===== config.mk =====
export PLATFORM = sky130hd
export DESIGN_NAME = vedic8x8_pipe
export DESIGN_NICKNAME = d
export VERILOG_FILES = /design/src/rtl/vedic8x8_pipe.sv
export SDC_FILE = /design/constraint.sdc
export NUM_CORES = 1
export LEC_CHECK = 0
export ABC_AREA = 0
export CAP_MARGIN = 20
export CELL_PAD_IN_SITES_DETAIL_PLACEMENT = 1
export CELL_PAD_IN_SITES_GLOBAL_PLACEMENT = 1
export CORE_ASPECT_RATIO = 0.6
export CORE_UTILIZATION = 45
export DETAILED_ROUTE_END_ITERATION = 8
export GPL_TIMING_DRIVEN = 1
export PLACE_DENSITY = 0.85
export SYNTH_ARGS = -nofsm -noshare
export SYNTH_HDL_FRONTEND = slang
export SYNTH_SLANG_ARGS = --single-unit

===== constraint.sdc =====
create_clock -name clk -period 6.03 [get_ports clk]
set_clock_uncertainty 0.1 [all_clocks]
set_input_delay 0.603 -clock clk [delete_from_list [all_inputs] [get_ports clk]]
set_output_delay 0.603 -clock clk [all_outputs]
set_load 0.005 [all_outputs]

===== src/rtl/vedic8x8_pipe.sv =====
// 8x8 unsigned multiplier built from four 4x4 Vedic (Urdhva Tiryagbhyam)
// multipliers, in a 3-stage valid/ready pipeline:
// operand register -> partial-product register -> output register.

// 4x4 Vedic multiplier built from 2x2 vertical-and-crosswise cells.
// ground feeds the carry-in of the middle adder.
module vedic4x4 (
    input  logic       ground,
    input  logic [3:0] a,
    input  logic [3:0] b,
    output logic [7:0] prod,
    output logic       overflow
);

    // 2x2 Vedic cell: the crosswise terms are combined with a half adder.
    function automatic logic [3:0] vedic2x2(input logic [1:0] x, input logic [1:0] y);
        logic c1;
        logic [3:0] p;
        p[0] = x[0] & y[0];
        p[1] = (x[1] & y[0]) ^ (x[0] & y[1]);
        c1   = (x[1] & y[0]) & (x[0] & y[1]);
        p[2] = (x[1] & y[1]) ^ c1;
        p[3] = (x[1] & y[1]) & c1;
        return p;
    endfunction

    logic [3:0] q0, q1, q2, q3;
    logic [4:0] mid;

    // Combine the four 2x2 partials; the top adder bit is exposed as overflow.
    always_comb begin
        q0  = vedic2x2(a[1:0], b[1:0]);
        q1  = vedic2x2(a[1:0], b[3:2]);
        q2  = vedic2x2(a[3:2], b[1:0]);
        q3  = vedic2x2(a[3:2], b[3:2]);
        mid = {1'b0, q1} + {1'b0, q2} + {4'b0000, ground};
        {overflow, prod} = {5'b00000, q0} + {2'b00, mid, 2'b00} + {1'b0, q3, 4'b0000};
    end

endmodule

module vedic8x8_pipe (
    input  logic        clk,
    input  logic        rst,
    input  logic        ground,
    input  logic        in_valid,
    output logic        in_ready,
    input  logic [7:0]  a,
    input  logic [7:0]  b,
    output logic        out_valid,
    input  logic        out_ready,
    output logic [15:0] prod,
    output logic        busy
);

    logic        v1, v2, v3;
    logic        adv1, adv2, adv3;
    logic [7:0]  opa, opb;
    logic [7:0]  pp0, pp1, pp2, pp3;
    logic [7:0]  pp0_c, pp1_c, pp2_c, pp3_c;
    logic [3:0]  unused_ovf;
    logic [8:0]  mid_sum;
    logic [15:0] prod_c;

    vedic4x4 u_m0 (.ground(ground), .a(opa[3:0]), .b(opb[3:0]), .prod(pp0_c), .overflow(unused_ovf[0]));
    vedic4x4 u_m1 (.ground(ground), .a(opa[3:0]), .b(opb[7:4]), .prod(pp1_c), .overflow(unused_ovf[1]));
    vedic4x4 u_m2 (.ground(ground), .a(opa[7:4]), .b(opb[3:0]), .prod(pp2_c), .overflow(unused_ovf[2]));
    vedic4x4 u_m3 (.ground(ground), .a(opa[7:4]), .b(opb[7:4]), .prod(pp3_c), .overflow(unused_ovf[3]));

    // Handshake: each stage moves when its predecessor is full and its own
    // slot is empty or being vacated downstream in the same cycle.
    always_comb begin
        adv3      = v2 & (~v3 | out_ready);
        adv2      = v1 & (~v2 | adv3);
        in_ready  = ~v1 | adv2;
        adv1      = in_valid & in_ready;
        out_valid = v3;
        busy      = v1 | v2 | v3;
    end

    // Final recombination; the 9-bit middle sum keeps its carry.
    always_comb begin
        mid_sum = {1'b0, pp1} + {1'b0, pp2};
        prod_c  = {8'h00, pp0} + {3'b000, mid_sum, 4'h0} + {pp3, 8'h00};
    end

    // S1: operand register.
    always_ff @(posedge clk or posedge rst) begin
        if (rst) begin
            v1  <= 1'b0;
            opa <= '0;
            opb <= '0;
        end else begin
            if (adv1) begin
                v1  <= 1'b1;
                opa <= a;
                opb <= b;
            end else if (adv2) begin
                v1 <= 1'b0;
            end
        end
    end

    // S2: partial-product register.
    always_ff @(posedge clk or posedge rst) begin
        if (rst) begin
            v2  <= 1'b0;
            pp0 <= '0;
            pp1 <= '0;
            pp2 <= '0;
            pp3 <= '0;
        end else begin
            if (adv2) begin
                v2  <= 1'b1;
                pp0 <= pp0_c;
                pp1 <= pp1_c;
                pp2 <= pp2_c;
                pp3 <= pp3_c;
            end else if (adv3) begin
                v2 <= 1'b0;
            end
        end
    end

    // S3: output register; holds while the consumer stalls.
    always_ff @(posedge clk or posedge rst) begin
        if (rst) begin
            v3   <= 1'b0;
            prod <= '0;
        end else begin
            if (adv3) begin
                v3   <= 1'b1;
                prod <= prod_c;
            end else if (out_ready) begin
                v3 <= 1'b0;
            end
        end
    end

endmodule


# Yosys cells after proc, flatten, opt, wreduce, memory -nomap -nowiden

Cells that the tools add are included.

Bits in registers: 67
Logic and storage cells: 177
Output and inout port bits: 19
Input port bits: 21

Add/subtract/negate cells: 19
Mux-type cells: 6
Bitwise operators: 139
Reduce and logical (&&, ||, !) cells: 3

Operators with widths:

| operator                                  | number |
|---|---|
| 1-bit bitwise AND                         | 99 |
| 4-bit by 7-bit adder with 8-bit output    | 4 |
| 8-bit adder                               | 4 |
| 1-bit XOR                                 | 32 |
| 4-bit by 4-bit adder with 5-bit output    | 4 |
| 5-bit by 1-bit adder with 5-bit output    | 4 |
| 14-bit by 16-bit adder with 16-bit output | 1 |
| 8-bit by 13-bit adder with 14-bit output  | 1 |
| 8-bit by 8-bit adder with 9-bit output    | 1 |
| 1-bit two-way mux                         | 6 |
| 2-bit nonzero test                        | 3 |
| 1-bit OR                                  | 5 |
| 1-bit inverter                            | 3 |

# Depth between registers and ports, before layout

Gate-level depths: netlist (run 1).

Depth after elaboration: 8
Mapped depth: 14
Gate-level depth less buffers: 14

# Cells and area by module

Synthesis (run 1) repeated with hierarchy kept, for this count alone.

Cells, all modules: 525
Area, all modules: 5426.5 µm²

Modules (own cells, without submodules):

| module        | sequential area each (µm²) | times used | cells an instance | area each (µm²) |
|---|---|---|---|---|
| vedic8x8_pipe | 1676.6                     | 1          | 257               | 3234.4 |
| vedic4x4      | 0.0                        | 4          | 67                | 548.0 |

# Worst setup path before layout (run 1)

OpenSTA, ideal clock, no wires.

Kind: input -> register
Start point: in ground
End point: reg pp1[7]
Path buffers: 0
Data required time: 5807 ps
Setup time: 123 ps
Stages: 10
Arrival time: 2761 ps
Slack: 3046 ps
Cell sequence: inv_1 > fa_1 > fa_1 > inv_1 > ha_1 > a21o_1 > a31o_1 > a21oi_1 > xor2_1 > o21ai_1

Word-level cells in the longest chain between the ends: 3

Ends and longest elaborated chain:

| what                                   | line | RTL |
|---|---|---|
| from (decl)                            | 45   | `input logic ground,` |
| 5-bit by 1-bit adder with 5-bit output | 36   | `mid = {1'b0, q1} + {1'b0, q2} + {4'b0000, ground};` |
| 4-bit by 7-bit adder with 8-bit output | 37   | `{overflow, prod} = {5'b00000, q0} + {2'b00, mid, 2'b00} + {1'b0, q3, 4'b0000};` |
| 8-bit adder                            | 37   |  |
| to (signal assigned)                   | 116  | `pp1 <= pp1_c;` |
| to (decl)                              | 59   | `logic [7:0] pp0, pp1, pp2, pp3;` |

Every way passes these cells.
A chain may end at the register's enable or synchronous reset.

# Worst setup path after layout (run 1)

Start point: reg pp2[0]
End point: reg prod[15]

Word-level cells in the longest chain between the ends: 3

Ends and longest elaborated chain:

| what                                      | line | RTL |
|---|---|---|
| from (decl)                               | 59   |  |
| from (signal assigned)                    | 117  | `pp2 <= pp2_c;` |
| 8-bit by 8-bit adder with 9-bit output    | 83   | `mid_sum = {1'b0, pp1} + {1'b0, pp2};` |
| 8-bit by 13-bit adder with 14-bit output  | 84   | `prod_c = {8'h00, pp0} + {3'b000, mid_sum, 4'h0} + {pp3, 8'h00};` |
| 14-bit by 16-bit adder with 16-bit output | 84   |  |
| to (signal assigned)                      | 133  | `prod <= prod_c;` |
| to (decl)                                 | 52   | `output logic [15:0] prod,` |

Every way passes these cells.

==> results.sh, run 1 <==
export IMPL_cts_buffers_inserted=9
export IMPL_powerDensity_mw_per_mm2=514
export IMPL_avgViaCountPerCell=5.56
export IMPL_tritoncts="built"
export IMPL_synthTopCellsByArea="dfrtp_1, ha_1, and2_1"
export IMPL_grt_pass1_wl_um=21400
export IMPL_async_reset_ff_share_pct=100
export IMPL_routedWlPerCell_um=18.1
export IMPL_placement_cell_area_mm2=0.00572
export IMPL_clock_sinks=67
export IMPL_met3_usage_pct=5.98
export IMPL_leakagePower_nw=3.06
export IMPL_status="completed"
export IMPL_fp_dieW_um=141
export IMPL_h_tree_depth=3
export IMPL_synth_top_area_share_pct=32.3
export IMPL_hold_start="prod[12]$_DFFE_PP0P_"
export IMPL_port_buffers=39
export IMPL_vias=3892
export IMPL_core_area_mm2=0.0109
export IMPL_fp_dieH_um=85.2
export IMPL_r2r_end="prod[15]$_DFFE_PP0P_"
export IMPL_r2r_start="pp2[0]$_DFFE_PP0P_"
export IMPL_synthFlopType="dfrtp_1"
export IMPL_fin_nets=674
export IMPL_initialDrtViolationCount=117
export IMPL_worst_pin_slew_ns=0.888
export IMPL_cap_violations=0
export IMPL_seq_power_share_pct=24.3
export IMPL_cts_root_buf="clkbuf_16"
export IMPL_critPathArrivalTime_ns=3.57
export IMPL_clk_latency_ns=0.34
export IMPL_p_sw_mw=1.27
export IMPL_synth_compound_area_share_pct=12.2
export IMPL_post_cts_buffers=0
export IMPL_io_pins=40
export IMPL_worstSetupEndpointType="register"
export IMPL_rsz0062_at_grt="no"
export IMPL_fin_cells=700
export IMPL_cts_hold_buf=0
export IMPL_routed_wl_um=12600
export IMPL_worstPathRequired_ns=6.13
export IMPL_hold_depth=2
export IMPL_grt_antenna_before_repair=0
export IMPL_syn_inst=512
export IMPL_drt_pass1_iter_count=4
export IMPL_grt_pass1_vias=4160
export IMPL_worstPathMaxFanout=2
export IMPL_p_clk_share_pct=19.7
export IMPL_critPathLaunchType="register"
export IMPL_yosysWarningCount=0
export IMPL_p_int_mw=1.84
export IMPL_yosys_area_share_adder_pct=25.4
export IMPL_worst_r2r_cell_count=14
export IMPL_hp_class="reg2reg"
export IMPL_die_area_mm2=0.0120
export IMPL_synthTopCellsByCount="ha_1, dfrtp_1, nand2_1"
export IMPL_antenna_left=0
export IMPL_setup_tns_ns=0
export IMPL_drv_slew=0
export IMPL_max_freq_mhz=288
export IMPL_cts_resized=0
export IMPL_critPathKind="reg2reg"
export IMPL_grt_total_usage_pct=23.4
export IMPL_use_met2_pct=39.0
export IMPL_synth_nets=630
export IMPL_synth_edf_count=0
export IMPL_r2r_setup_slack_ns=2.56
export IMPL_core_rowCount=29
export IMPL_finalCriticalPeriod_ns=3.47
export IMPL_dp_cells=684
export IMPL_yosysSeqAreaShare_pct=32.3
export IMPL_synthSimpleGateAreaFrac_pct=13.2
export IMPL_grt_busiest_layer="met2"
export IMPL_initial_core_util_pct=47.7
export IMPL_dp_hpwl_um=9410
export IMPL_synth_distinct_cells=37
export IMPL_ys_ff_latch=67
export IMPL_grt_max_degree=68
export IMPL_synth_most_common_cell="ha_1"
export IMPL_pwr_share_comb_pct=56.0
export IMPL_stdcell_area_mm2=0.00606
export IMPL_fin_crit_sh_pct=57.6
export IMPL_holdPathEnd="prod[12]$_DFFE_PP0P_"
export IMPL_drive_above_1_share_pct=4.99
export IMPL_synthMuxAreaShare_pct=6.94
export IMPL_overflow=0
export IMPL_diodes=0
export IMPL_hold_violations=0
export IMPL_post_route_drc_count=0
export IMPL_path_clk_slew_ns=0.05
export IMPL_cts_buffer_depth=2
export IMPL_synth_xor_area_share_pct=6.75
export IMPL_yosysTopAreaCell="dfrtp_1"
export IMPL_final_core_util_pct=55.7
export IMPL_p_sw_share_pct=40.9
export IMPL_gp_congestion=0.797
export IMPL_synth_top_family_by_area="adder cells"
export IMPL_use_met1_pct=30.6
export IMPL_max_slew_margin_pct=40.8
export IMPL_peakVddDrop_mv=0.200
export IMPL_setup_viol=0
export IMPL_syn_area_mm2=0.00519
export IMPL_syn_avg_cell_area_um2=10.1
export IMPL_area_growth_pct=16.7
## power by group through the flow
stage	Combinational, mW	Clock, mW	Sequential [mW]
2_1_floorplan	1.28	0	0.708
3_3_place_gp	1.62	0	0.751
3_5_place_dp	1.72	0	0.761
4_1_cts	1.76	0.624	0.756
5_1_grt	1.96	0.647	0.779
6_report	1.74	0.613	0.757
## placed cells by master, fill, tap and decap left out, types with 17 or more instances in the layout
master	Yosys	layout
ha_1	83	83
dfrtp_1	67	67
nand2_1	53	53
and2_1	52	52
clkdlybuf4s50_1	0	39
o21ai_1	36	36
a21oi_1	30	30
inv_1	30	29
mux2_1	28	28
xor2_1	23	23
a21o_1	22	22
xnor2_1	17	17
## metal layers
metal,routed length [um],vias up
met4,194,0
met1,5910,1947
met3,512,20
li1,-,1855
met5,0,-
met2,6040,70
## final cells by class
type,count,area [um2]
sequential,67,1680
inverter,30,113
tap,139,174
clock buffer,11,243
multi-input combinational,407,3350
timing repair buffer,41,405
fill,1195,4830
clock inverter,5,100
## worst max-delay path, cell delays in order (launching register included)
cell and delay, ns:
dfrtp_1 0.37, ha_1 0.18, inv_1 0.06, fa_1 0.41, nor2b_1 0.14, o21ai_1 0.09, a21oi_1 0.24, a211oi_1 0.08
nor3_1 0.34, ha_1 0.30, a21oi_1 0.28, o221ai_1 0.19, a31oi_1 0.30, xor2_1 0.18, o21ai_1 0.07
## worst max-delay path by stage
stage                        from                    to
2_1_floorplan              ground    pp1[7]$_DFFE_PP0P_
3_3_place_gp               ground    pp1[7]$_DFFE_PP0P_
3_5_place_dp               ground    pp1[7]$_DFFE_PP0P_
4_1_cts        pp2[0]$_DFFE_PP0P_  prod[15]$_DFFE_PP0P_
5_1_grt        pp2[0]$_DFFE_PP0P_  prod[15]$_DFFE_PP0P_
6_report       pp2[0]$_DFFE_PP0P_  prod[15]$_DFFE_PP0P_
## registers in the layout (all words and copies together) (netlist names)
register / cells
prod: 16
opa: 8
opb: 8
pp0: 8
pp1: 8
pp2: 8
pp3: 8
out_valid: 1
v1: 1
v2: 1
## cell families (layout without fill, tap and decap cells)
kind of cell / after synthesis / after routing
adder cells (fa/ha/maj): 97 / 97
buffers and inverters: 38 / 87
XOR/XNOR: 40 / 40
multiplexers: 32 / 32
flip-flops: 67 / 67
AO/OA/AOI/OAI: 106 / 106
AND/OR/NAND/NOR: 132 / 132
## stage by stage
| stage | power [mW] | worst slack, ns | hold WS (ns) |
|---|---|---|---|
| 4_1_cts | 3.14 | 2.56 | 0.393 |
| 6_report | 3.11 | 2.56 | 0.389 |
| 5_1_grt | 3.39 | 2.37 | 0.420 |
| 2_1_floorplan | 1.99 | 3.05 | 0.352 |
| 3_3_place_gp | 2.38 | 2.39 | 0.368 |
| 3_5_place_dp | 2.48 | 2.29 | 0.380 |
(Power assumes the default switching activity.)
==> run 2: changes to the inputs <==
==> constraint.sdc (replaced) <==
create_clock -name clk -period 3.4 [get_ports clk]
set_clock_uncertainty 0.1 [all_clocks]
set_input_delay 0.34 -clock clk [delete_from_list [all_inputs] [get_ports clk]]
set_output_delay 0.34 -clock clk [all_outputs]
set_load 0.005 [all_outputs]
==> results.sh, run 2 (synthesis gave the netlist of run 1 again) <==
export IMPL_grt_pass1_wl_um=21800
export IMPL_p_int_mw=3.15
export IMPL_fillCellCount=1223
export IMPL_area_growth_pct=16.9
export IMPL_h_tree_depth=3
export IMPL_fin_crit_sh_pct=96.3
export IMPL_io_pins=40
export IMPL_vias=3918
export IMPL_critPathArrivalTime_ns=3.39
export IMPL_routedWlPerCell_um=18.7
export IMPL_final_core_util_pct=55.8
export IMPL_pwr_share_comb_pct=58.2
export IMPL_setup_viol=0
export IMPL_diodes=0
export IMPL_peakVddDrop_mv=0.356
export IMPL_r2r_setup_slack_ns=0.13
export IMPL_initialDrtViolationCount=113
export IMPL_final_cell_mix="ha_1, dfrtp_1, nand2_1"
export IMPL_drt_pass1_iter_count=4
export IMPL_avgViaCountPerCell=5.57
export IMPL_fin_cells=703
export IMPL_overflow=0
export IMPL_cap_violations=0
export IMPL_worst_pin_slew_ns=0.904
export IMPL_hp_class="reg2reg"
export IMPL_critPathSlowestCell="dfrtp_1"
export IMPL_path_cells="and2_1 > ha_1 > ha_1 > ha_1 > a21oi_1 > xnor2_1 > ha_1 > a21o_1 > a31o_1 > a21oi_1 > xor2_1 > o21ai_1"
export IMPL_port_buffers=39
export IMPL_antenna_left=0
export IMPL_grt_pass1_vias=4292
export IMPL_final_common_cell="ha_1"
export IMPL_fin_nets=677
export IMPL_cp_common_cell="ha_1"
export IMPL_hold_violations=0
export IMPL_max_freq_mhz=305
export IMPL_path_clk_slew_ns=0.06
export IMPL_core_rowCount=29
export IMPL_die_area_mm2=0.0120
export IMPL_grt_total_usage_pct=23.7
export IMPL_rsz0062_at_grt="no"
export IMPL_status="completed"
export IMPL_post_place_ws_ns=-0.0174
export IMPL_top_register="prod"
export IMPL_max_slew_margin_pct=39.8
export IMPL_critPathLaunchType="register"
export IMPL_clk_latency_ns=0.34
export IMPL_gp_congestion=0.862
export IMPL_largest_register_ffs=16
export IMPL_tritoncts="built"
export IMPL_p_clk_share_pct=17.4
export IMPL_grt_max_degree=68
export IMPL_worstPathMaxFanout=9
export IMPL_worstPathRequired_ns=3.52
export IMPL_powerDensity_mw_per_mm2=907
export IMPL_p_sw_mw=2.36
export IMPL_core_area_mm2=0.0109
export IMPL_fp_dieW_um=141
export IMPL_dp_cells=687
export IMPL_post_route_drc_count=0
export IMPL_setup_ws_ns=0.127
export IMPL_seq_power_share_pct=24.4
export IMPL_p_sw_share_pct=42.8
export IMPL_initial_core_util_pct=47.7
export IMPL_critPathKind="reg2reg"
export IMPL_clock_sinks=67
export IMPL_dp_hpwl_um=9560
export IMPL_finalCriticalPeriod_ns=3.27
export IMPL_finalPower_mw=5.51
export IMPL_cts_buffers_inserted=9
export IMPL_cts_buffer_depth=2
export IMPL_drive_above_1_share_pct=6.91
export IMPL_cpPeakStageDelay_ns=0.52
export IMPL_cts_root_buf="clkbuf_16"
export IMPL_drv_slew=0
export IMPL_fp_dieH_um=85.2
export IMPL_grt_antenna_before_repair=0
export IMPL_leakagePower_nw=3.06
export IMPL_routed_wl_um=13200
export IMPL_setup_tns_ns=0
export IMPL_worstSetupEndpointType="register"
[run 2: cell types whose count changed in the layout (fill, tap and decap cells not counted), sizes merged]
cell / before / now
buf: 2 / 5
clkinv: 2 / 4
clkbuf: 11 / 10
bufinv: 3 / 1
clkinvlp: 0 / 1
[run 2: worst paths after layout]
| check | from | end | depth (start not counted) |
|---|---|---|---|
| setup / recovery | opb[6]$_DFFE_PP0P_ | pp1[7]$_DFFE_PP0P_ | 12 |
| hold / removal | prod[7]$_DFFE_PP0P_ | prod[7]$_DFFE_PP0P_ | 2 |
| setup reg to reg | opb[6]$_DFFE_PP0P_ | pp1[7]$_DFFE_PP0P_ | 12 |
| hold reg to reg | prod[7]$_DFFE_PP0P_ | prod[7]$_DFFE_PP0P_ | 2 |
| max in group asynchronous | rst | opb[4]$_DFFE_PP0P_ | 3 |
| min in group asynchronous | rst | prod[1]$_DFFE_PP0P_ | 3 |
[run 2: area by class of cell]
class / instances / area [um2] / share of cell area (%)
clock buffer: 10 / 239 / 3.94
clock inverter: 6 / 65.1 / 1.07
inverter: 30 / 113 / 1.85
multi-input combinational: 407 / 3370 / 55.6
sequential: 67 / 1680 / 27.6
tap: 139 / 174 / 2.86
timing repair buffer: 44 / 428 / 7.05
[run 2: power by group through the flow]
stage | combinational [mW] | sequential (mW) | clock, mW
floorplan | 2.28 | 1.26 | 0
global placement | 2.89 | 1.34 | 0
detailed placement | 3.07 | 1.35 | 0
CTS | 3.18 | 1.34 | 0.977
global route | 3.57 | 1.39 | 1.00
finish | 3.20 | 1.34 | 0.958
[run 2: critical path, delay by kind of cell (launching register included)]
kind                       cells  cell delay (ns)
AOI/OAI and AO/OA              5             0.86
xor gates and xnor gates       2             0.34
adders and majority gates      4             1.13
DFF                            1             0.52
and+or+nand+nor                1             0.21
[run 2: routing by layer]
| metal | share of wire [%] | vias up | global-route usage, % |
|---|---|---|---|
| met5 | 0 | - | 0 |
| met4 | 0.52 | 0 | 5.24 |
| met3 | 3.0 | 8 | 5.08 |
| met2 | 50 | 58 | 42.7 |
| met1 | 47 | 1983 | 29.3 |
| li1 | - | 1869 | - |
[run 2: what timing repair did]
| item | 4_1_cts | 5_1_grt |
|---|---|---|
| hold endpoints to repair | 0 | 0 |
| setup endpoints to repair | 1 | 5 |
| gates resized for setup | 1 | 6 |
| hold buffers | 0 | 0 |
| setup buffers | 0 | 0 |
| pin swaps | 0 | 1 |
[run 2: metrics by stage]
step	instance area [um2]	hold slack (ns)
finish	6070	0.391
global route	6070	0.415
CTS	6050	0.394
detailed placement	5740	0.380
global placement	5740	0.368
floorplan	5190	0.348
==> run 3: changes to the inputs <==
--- a/config.mk
+++ b/config.mk
@@ -8,12 +8,13 @@
 export ABC_AREA = 0
 export CAP_MARGIN = 20
 export CELL_PAD_IN_SITES_DETAIL_PLACEMENT = 1
-export CELL_PAD_IN_SITES_GLOBAL_PLACEMENT = 1
+export CELL_PAD_IN_SITES_GLOBAL_PLACEMENT = 2
 export CORE_ASPECT_RATIO = 0.6
-export CORE_UTILIZATION = 45
+export CORE_UTILIZATION = 39
 export DETAILED_ROUTE_END_ITERATION = 8
 export GPL_TIMING_DRIVEN = 1
-export PLACE_DENSITY = 0.85
+export PLACE_DENSITY = 0.88
+export SLEW_MARGIN = 15
 export SYNTH_ARGS = -nofsm -noshare
 export SYNTH_HDL_FRONTEND = slang
 export SYNTH_SLANG_ARGS = --single-unit
==> results.sh, run 3 (synthesis gave the netlist of run 1 again) <==
export IMPL_cp_top_family="adder cells"
export IMPL_routedWlPerCell_um=17.1
export IMPL_fp_dieW_um=151
export IMPL_grt_pass1_vias=4227
export IMPL_die_area_mm2=0.0138
export IMPL_cts_buffers_inserted=9
export IMPL_avgViaCountPerCell=5.28
export IMPL_grt_max_degree=68
export IMPL_max_freq_mhz=309
export IMPL_setup_viol=0
export IMPL_cts_buffer_depth=2
export IMPL_stdcell_area_mm2=0.00622
export IMPL_antenna_left=0
export IMPL_gp_congestion=0.826
export IMPL_critPathLaunchType="register"
export IMPL_largest_register_ffs=16
export IMPL_grt_total_usage_pct=19.8
export IMPL_final_common_cell="ha_1"
export IMPL_routed_wl_um=12600
export IMPL_clk_latency_ns=0.33
export IMPL_worstSetupEndpointType="register"
export IMPL_fin_crit_sh_pct=95.2
export IMPL_overflow=0
export IMPL_status="completed"
export IMPL_grt_antenna_before_repair=0
export IMPL_drive_above_1_share_pct=7.91
export IMPL_core_area_mm2=0.0129
export IMPL_core_rowCount=32
export IMPL_max_slew_margin_pct=48.6
export IMPL_worst_path_buf_inv=0
export IMPL_finalCriticalPeriod_ns=3.24
export IMPL_dp_hpwl_um=9660
export IMPL_initial_core_util_pct=40.3
export IMPL_placement_cell_area_mm2=0.00581
export IMPL_hold_violations=0
export IMPL_port_buffers=39
export IMPL_fin_nets=682
export IMPL_final_core_util_pct=48.2
export IMPL_drt_pass1_iter_count=4
export IMPL_post_route_drc_count=0
export IMPL_critPathArrivalTime_ns=3.32
export IMPL_cp_common_cell="ha_1"
export IMPL_worstPathMaxFanout=9
export IMPL_grt_pass1_wl_um=21000
export IMPL_path_clk_slew_ns=0.06
export IMPL_peakVddDrop_mv=0.336
export IMPL_cts_hold_buf=0
export IMPL_diodes=0
export IMPL_powerDensity_mw_per_mm2=901
export IMPL_critPathSlowestCell="dfrtp_1"
export IMPL_critPathKind="reg2reg"
export IMPL_worst_pin_slew_ns=0.768
export IMPL_drv_slew=0
export IMPL_worstPathRequired_ns=3.49
export IMPL_leakagePower_nw=3.11
export IMPL_vias=3904
export IMPL_tritoncts="built"
export IMPL_cpPeakStageDelay_ns=0.52
export IMPL_initialDrtViolationCount=66
export IMPL_hp_class="in2async"
export IMPL_io_pins=40
export IMPL_top_register="prod"
export IMPL_path_cells="and2_1 > ha_1 > ha_1 > ha_1 > a21oi_1 > xnor2_1 > ha_1 > a21o_1 > a31o_1 > a21oi_1 > xor2_1 > o21ai_1"
export IMPL_final_cell_mix="ha_1, dfrtp_1, nand2_1"
export IMPL_cap_violations=0
export IMPL_clock_sinks=67
export IMPL_fp_dieH_um=91.4
export IMPL_h_tree_depth=3
export IMPL_fillCellCount=1433
export IMPL_area_growth_pct=19.8
export IMPL_cts_root_buf="clkbuf_16"
==> run 3: cell types whose count changed in the layout (fill, tap and decap cells not counted), sizes merged <==
cell | previous run | this run
clkinv | 4 | 0
bufinv | 1 | 2
buf | 5 | 10
clkbuf | 10 | 13
==> run 3: per-stage QoR <==
| stage | power [mW] | instances | hold slack (ns) | setup TNS [ns] | setup WS [ns] |
|---|---|---|---|---|---|
| after floorplan | 3.53 | 512 | 0.348 | 0 | 0.537 |
| after global placement | 4.28 | 721 | 0.368 | 0 | 0.0555 |
| after detailed placement | 4.43 | 721 | 0.380 | -0.0287 | -0.0282 |
| after CTS | 5.60 | 737 | 0.316 | 0 | 0.0451 |
| after global routing | 6.10 | 739 | 0.335 | -0.0439 | -0.0439 |
| final | 5.60 | 739 | 0.299 | 0 | 0.163 |
==> run 3: worst register-to-register path: stages (launching register included) <==
cell	delay (ns)
dfrtp_1	0.52
and2_1	0.21
ha_1	0.19
ha_1	0.28
ha_1	0.34
a21oi_1	0.19
xnor2_1	0.16
ha_1	0.32
a21o_1	0.21
a31o_1	0.19
a21oi_1	0.17
xor2_1	0.16
o21ai_1	0.07
==> run 3: per-layer routing <==
metal	global-route usage [%]	vias up	wire, um
met5	0	-	0
met2	32.3	63	5890
met3	4.32	16	551
li1	-	1866	-
met4	4.75	0	162
met1	26.6	1959	6030
==> run 3: path summary, 6_finish.rpt <==
kind                            slack, ns          startpoint                 end  cells after the start
min in group clk                     0.39  pp0[3]$_DFFE_PP0P_  pp0[3]$_DFFE_PP0P_                      2
worst max register to register       0.16  opb[5]$_DFFE_PP0P_  pp1[7]$_DFFE_PP0P_                     12
worst min-delay path                 0.30                 rst  pp0[0]$_DFFE_PP0P_                      3
max in group asynchronous            2.58                 rst  opb[7]$_DFFE_PP0P_                      3
worst min register to register       0.39  pp0[3]$_DFFE_PP0P_  pp0[3]$_DFFE_PP0P_                      2
worst max-delay path                 0.16  opb[5]$_DFFE_PP0P_  pp1[7]$_DFFE_PP0P_                     12
==> run 3: what timing repair did <==
action | 4_1_cts | 5_1_grt
setup endpoints to repair | 1 | 3
gates resized for setup | 1 | 7
setup buffers | 0 | 2
pin swaps | 0 | 4
==> run 3: final cells by class <==
type,instances,area [um2],share of cell area [%]
Multi-Input combinational cell,407,3390,54.5
Sequential cell,67,1680,27.0
Timing Repair Buffer,49,478,7.68
Clock buffer,13,280,4.51
Tap cell,170,213,3.42
Inverter,30,113,1.81
Clock inverter,3,67.6,1.09
==> run 3: where the power goes <==
part | switching (mW) | internal, mW | total (mW)
registers | 0.251 | 1.08 | 1.33
logic | 1.68 | 1.51 | 3.19
clock network | 0.355 | 0.722 | 1.08
